===== src/rtl/bcd_add_seq.sv =====
// Sequential BCD adder: one shared BCD_Add_4 digit cell walks the operands
// LSD first, one digit per clock.
module bcd_add_seq #(
    parameter int DIGITS = 4
) (
    input  logic                clk,
    input  logic                rst_n,
    input  logic                start,
    input  logic [4*DIGITS-1:0] a,
    input  logic [4*DIGITS-1:0] b,
    input  logic                c_in,
    output logic [4*DIGITS-1:0] sum,
    output logic                c_out,
    output logic                busy,
    output logic                done,
    output logic                err,
    output logic [1:0]          dbg_state
);

    localparam int W  = 4 * DIGITS;
    localparam int IW = $clog2(DIGITS + 1);

    // Handshake: start is accepted only in IDLE; busy marks the ADD cycles;
    // done pulses for one cycle in FIN, after which sum/c_out/err are valid and held.
    typedef enum logic [1:0] {
        IDLE = 2'd0,
        ADD  = 2'd1,
        FIN  = 2'd2
    } state_t;

    state_t        state, state_nx;
    logic [W-1:0]  a_q, b_q;
    logic          carry;
    logic [IW-1:0] idx;
    logic          illegal;
    logic          last;
    logic [3:0]    x_dig, y_dig, z_dig;
    logic          add_co;

    always_comb begin
        illegal = 1'b0;
        for (int i = 0; i < DIGITS; i++) begin
            if (a[4*i +: 4] > 4'd9 || b[4*i +: 4] > 4'd9) illegal = 1'b1;
        end
    end

    assign x_dig = a_q[4*idx +: 4];
    assign y_dig = b_q[4*idx +: 4];
    assign last  = (idx == IW'(DIGITS - 1));

    BCD_Add_4 u_add (
        .c_out (add_co),
        .z     (z_dig),
        .x     (x_dig),
        .y     (y_dig),
        .c_in  (carry)
    );

    always_comb begin
        state_nx = state;
        case (state)
            IDLE:    if (start) state_nx = illegal ? FIN : ADD;
            ADD:     if (last) state_nx = FIN;
            FIN:     state_nx = IDLE;
            default: state_nx = IDLE;
        endcase
    end

    always_ff @(posedge clk or negedge rst_n) begin
        if (!rst_n) state <= IDLE;
        else        state <= state_nx;
    end

    always_ff @(posedge clk or negedge rst_n) begin
        if (!rst_n) begin
            a_q   <= '0;
            b_q   <= '0;
            carry <= 1'b0;
            idx   <= '0;
            sum   <= '0;
            c_out <= 1'b0;
            err   <= 1'b0;
        end else begin
            case (state)
                IDLE: begin
                    if (start) begin
                        a_q   <= a;
                        b_q   <= b;
                        carry <= c_in;
                        idx   <= '0;
                        sum   <= '0;
                        c_out <= 1'b0;
                        err   <= illegal;
                    end
                end
                ADD: begin
                    sum[4*idx +: 4] <= z_dig;
                    carry           <= add_co;
                    idx             <= idx + IW'(1);
                    if (last) c_out <= add_co;
                end
                default: ;
            endcase
        end
    end

    assign busy      = (state == ADD);
    assign done      = (state == FIN);
    assign dbg_state = state;

endmodule

// Single-digit BCD adder: binary add, then +6 correction when the sum passes 9.
module BCD_Add_4 (
    output logic       c_out,
    output logic [3:0] z,
    input  logic [3:0] x,
    input  logic [3:0] y,
    input  logic       c_in
);

    logic [4:0] bin;
    logic [4:0] adj;

    always_comb begin
        bin   = {1'b0, x} + {1'b0, y} + {4'b0, c_in};
        adj   = bin + 5'd6;
        c_out = 1'b0;
        z     = bin[3:0];
        if (bin > 5'd9) begin
            c_out = 1'b1;
            z     = adj[3:0];
        end
    end

endmodule


===== config.mk =====
export PLATFORM = sky130hd
export DESIGN_NAME = bcd_add_seq
export DESIGN_NICKNAME = d
export VERILOG_FILES = /design/src/rtl/bcd_add_seq.sv
export SDC_FILE = /design/constraint.sdc
export NUM_CORES = 1
export LEC_CHECK = 0
export CORE_MARGIN = 2
export CORE_UTILIZATION = 60
export CTS_CLUSTER_SIZE = 40
export DETAILED_ROUTE_END_ITERATION = 10
export DONT_BUFFER_PORTS = 1
export MAX_ROUTING_LAYER = met4
export PLACE_DENSITY = 0.83
export SLEW_MARGIN = 0
export SYNTH_ARGS = -nofsm -noshare
export SYNTH_HDL_FRONTEND = slang
export SYNTH_SLANG_ARGS = --single-unit

===== constraint.sdc =====
create_clock -name clk -period 9.7 [get_ports clk]
set_input_delay 1.94 -clock clk [delete_from_list [all_inputs] [get_ports clk]]
set_output_delay 1.94 -clock clk [all_outputs]
set_load 0.05 [all_outputs]

==> flow_metrics.env <==
export IMPL_ys_types=45
export IMPL_power_density_nw_per_um2=209
export IMPL_muxShareOfSynthArea_pct=7.08
export IMPL_drc=0
export IMPL_slew_headroom_pct=55.3
export IMPL_dp_hpwl_mm=4.18
export IMPL_htree_num_levels=2
export IMPL_drtPass1Iterations=4
export IMPL_synth_compound_area_share_pct=10.4
export IMPL_cts_repair_resized=0
export IMPL_cts_max_path_buffers=2
export IMPL_p_leak_uw=0.00141
export IMPL_area_growth_pct=4.16
export IMPL_synth_edf_count=0
export IMPL_synthCells=298
export IMPL_synth_nets=344
export IMPL_drt_iter0_markers=159
export IMPL_cts_buffers=5
export IMPL_synth_simple_area_share_pct=24.6
export IMPL_diodes=0
export IMPL_min_path_type="flip-flop to flip-flop"
export IMPL_p_total_uw=616
export IMPL_wire_per_inst_um=16.5
export IMPL_synth_commonest_cells="100 x nand2_1, 56 x dfrtp_1, 21 x nand3_1, 21 x o21ai_0, 9 x and2_1"
export IMPL_grt_use_total_pct=24.7
export IMPL_antenna_found_initial=0
export IMPL_clock_fmax_ghz=0.246
export IMPL_slew_viol_final=0
export IMPL_numClockSinks=56
export IMPL_cts_hold_buf=0
export IMPL_status="finished, final reports clean"
export IMPL_hold_violations=0
export IMPL_post_cts_buffers=0
export IMPL_grt_pass1_vias=2085
export IMPL_dpl_instance_area_um2=2850
export IMPL_grt_pass1_wl_mm=9.67
export IMPL_fin_setup_tns_ps=0
export IMPL_clock_root_buffer="clkbuf_8"
export IMPL_synth_area_top_cells="dfrtp_1 50%, nand2_1 13%, mux4_2 6.4%"
export IMPL_die_w_um=72.7
export IMPL_seq_area_frac_synth_pct=49.5
export IMPL_worstMarginPinSlew_ps=670
export IMPL_die_area_um2=5280
export IMPL_wl_mm=5.70
export IMPL_place_congestion=0.866
export IMPL_coreArea_um2=4440
export IMPL_synth_xor_area_share_pct=0.310
export IMPL_synth_top_family_by_area="simple AND/OR/NAND/NOR gates"
export IMPL_start_util_pct=63.7
export IMPL_synth_seq_cells=56
export IMPL_avgSynthCellArea_um2=9.49
export IMPL_ys_warn_count=0
export IMPL_syn_cell_area_um2=2830
export IMPL_maxCapViolCount=0
export IMPL_row_count=24
export IMPL_holdWs_ps=477
export IMPL_final_core_util_pct=66.3
export IMPL_vias=2077
export IMPL_synth_most_common_cell="nand2_1"
export IMPL_vias_per_cell=6.00
export IMPL_insertion_delay_ps=310
export IMPL_ys_async_sr_fraction_pct=100
export IMPL_die_h_um=72.7
export IMPL_portBuffers=0
export IMPL_ios=58
export IMPL_rsz0062_at_grt="false"
export IMPL_final_layout_size_suffix_gt1_share_pct=9.52
export IMPL_fin_crit_sh_pct=42.0
export IMPL_grt_max_degree=57
export IMPL_setup_violations=0
export IMPL_design_area_um2=2950
export IMPL_layout_min_cycle_time_ps=4070
export IMPL_clkTransAtPathRegs_ps=90
export IMPL_synth_adder_area_share_pct=4.95
export IMPL_yosys_area_top_type="dfrtp_1"
export IMPL_skew_ps=3.21
export IMPL_grt_overflow=0
export IMPL_ir_drop_uv=105
export IMPL_path_max_fanout=16
export IMPL_nNetsFinal=340
export IMPL_crit_type="flip-flop to flip-flop"
export IMPL_cts_tree="yes"
export IMPL_cp_data_required_time_ps=9880
export IMPL_cp_start_kind="flip-flop"
export IMPL_yosys_area_top_type_share_pct=49.5
export IMPL_synthFlopType="dfrtp_1"
export IMPL_critPathArrivalTime_ps=4250
export IMPL_ant_nets=0
export IMPL_critPathCaptureType="flip-flop"
-- final cells by class --
type / instances / area, um^2
fill: 370 / 1500
sequential: 56 / 1400
multi-input combinational: 222 / 1340
clock buffer: 7 / 96.3
tap: 52 / 65.1
inverter: 7 / 28.8
timing repair buffer: 2 / 15.0
-- worst paths after layout --
check	from	endpoint	slack (ps)	cells after the start
max	idx[0]$_DFFE_PN0P_	sum[14]$_DFFE_PN0P_	5630	11
min	b_q[15]$_DFFE_PN0P_	b_q[15]$_DFFE_PN0P_	480	2
max reg2reg	idx[0]$_DFFE_PN0P_	sum[14]$_DFFE_PN0P_	5630	11
min reg2reg	b_q[15]$_DFFE_PN0P_	b_q[15]$_DFFE_PN0P_	480	2
max in group asynchronous	rst_n	a_q[9]$_DFFE_PN0P_	8300	0
min in group asynchronous	rst_n	dbg_state[0]$_DFFE_PN0P_	1320	0
-- registers in the layout, indices dropped and copies added, names as in the netlist --
signal     count
a_q           16
b_q           16
c_out          1
carry          1
dbg_state      2
err            1
idx            3
sum           16
-- critical path: stages, from the launching register on --
cell     delay [ps]
dfrtp_1         780
mux4_2          570
and2_1          180
fa_1            430
fa_1            450
xor2_1          270
inv_1           100
ha_1            240
nor2b_1         170
nor3_1          250
mux2i_1         350
o21ai_0         150
-- cell usage in the layout, fill, tap and decap left out, types with 2 or more instances in the layout --
cell        n
a21o_1      2
a21oi_1     4
and2_1      9
buf_4       2
clkbuf_8    7
dfrtp_1    56
fa_1        2
ha_1        8
inv_1       6
mux2i_1     2
mux4_2      8
nand2_1   100
nand3_1    21
nand4_1     4
nor2_1      5
nor2b_1     3
nor3_1      2
o21ai_0    21
o21ai_1     7
o31ai_1     2
-- logic make-up after synthesis --
family / after synthesis
AOI/OAI and AO/OA: 47
xor gates and xnor gates: 1
adders and majority gates: 10
buffers and inverters: 20
DFF: 56
muxes: 10
and+or+nand+nor: 154
-- report_power, final --
group,leakage [uW],switching [uW],internal (uW)
Sequential,0.000720,24.2,258
Combinational,0.000638,115,84.7
Clock,0.0000503,70.5,63.7
Total,0.00141,209,406
-- stage by stage --
stage	instances	setup WS (ps)
finish	346	5630
global route	346	5300
CTS	346	5610
detailed placement	339	5630
global placement	339	5770
floorplan	298	6030
-- routing by layer --
metal  track usage [%]  up-vias  wire, um
met5                 -        -         0
met4              6.58        0        61
met3              6.08        7       394
met2              38.9       70      2880
met1              32.4      994      2370
li1                  -     1006         -
(Power assumes the default switching activity.)
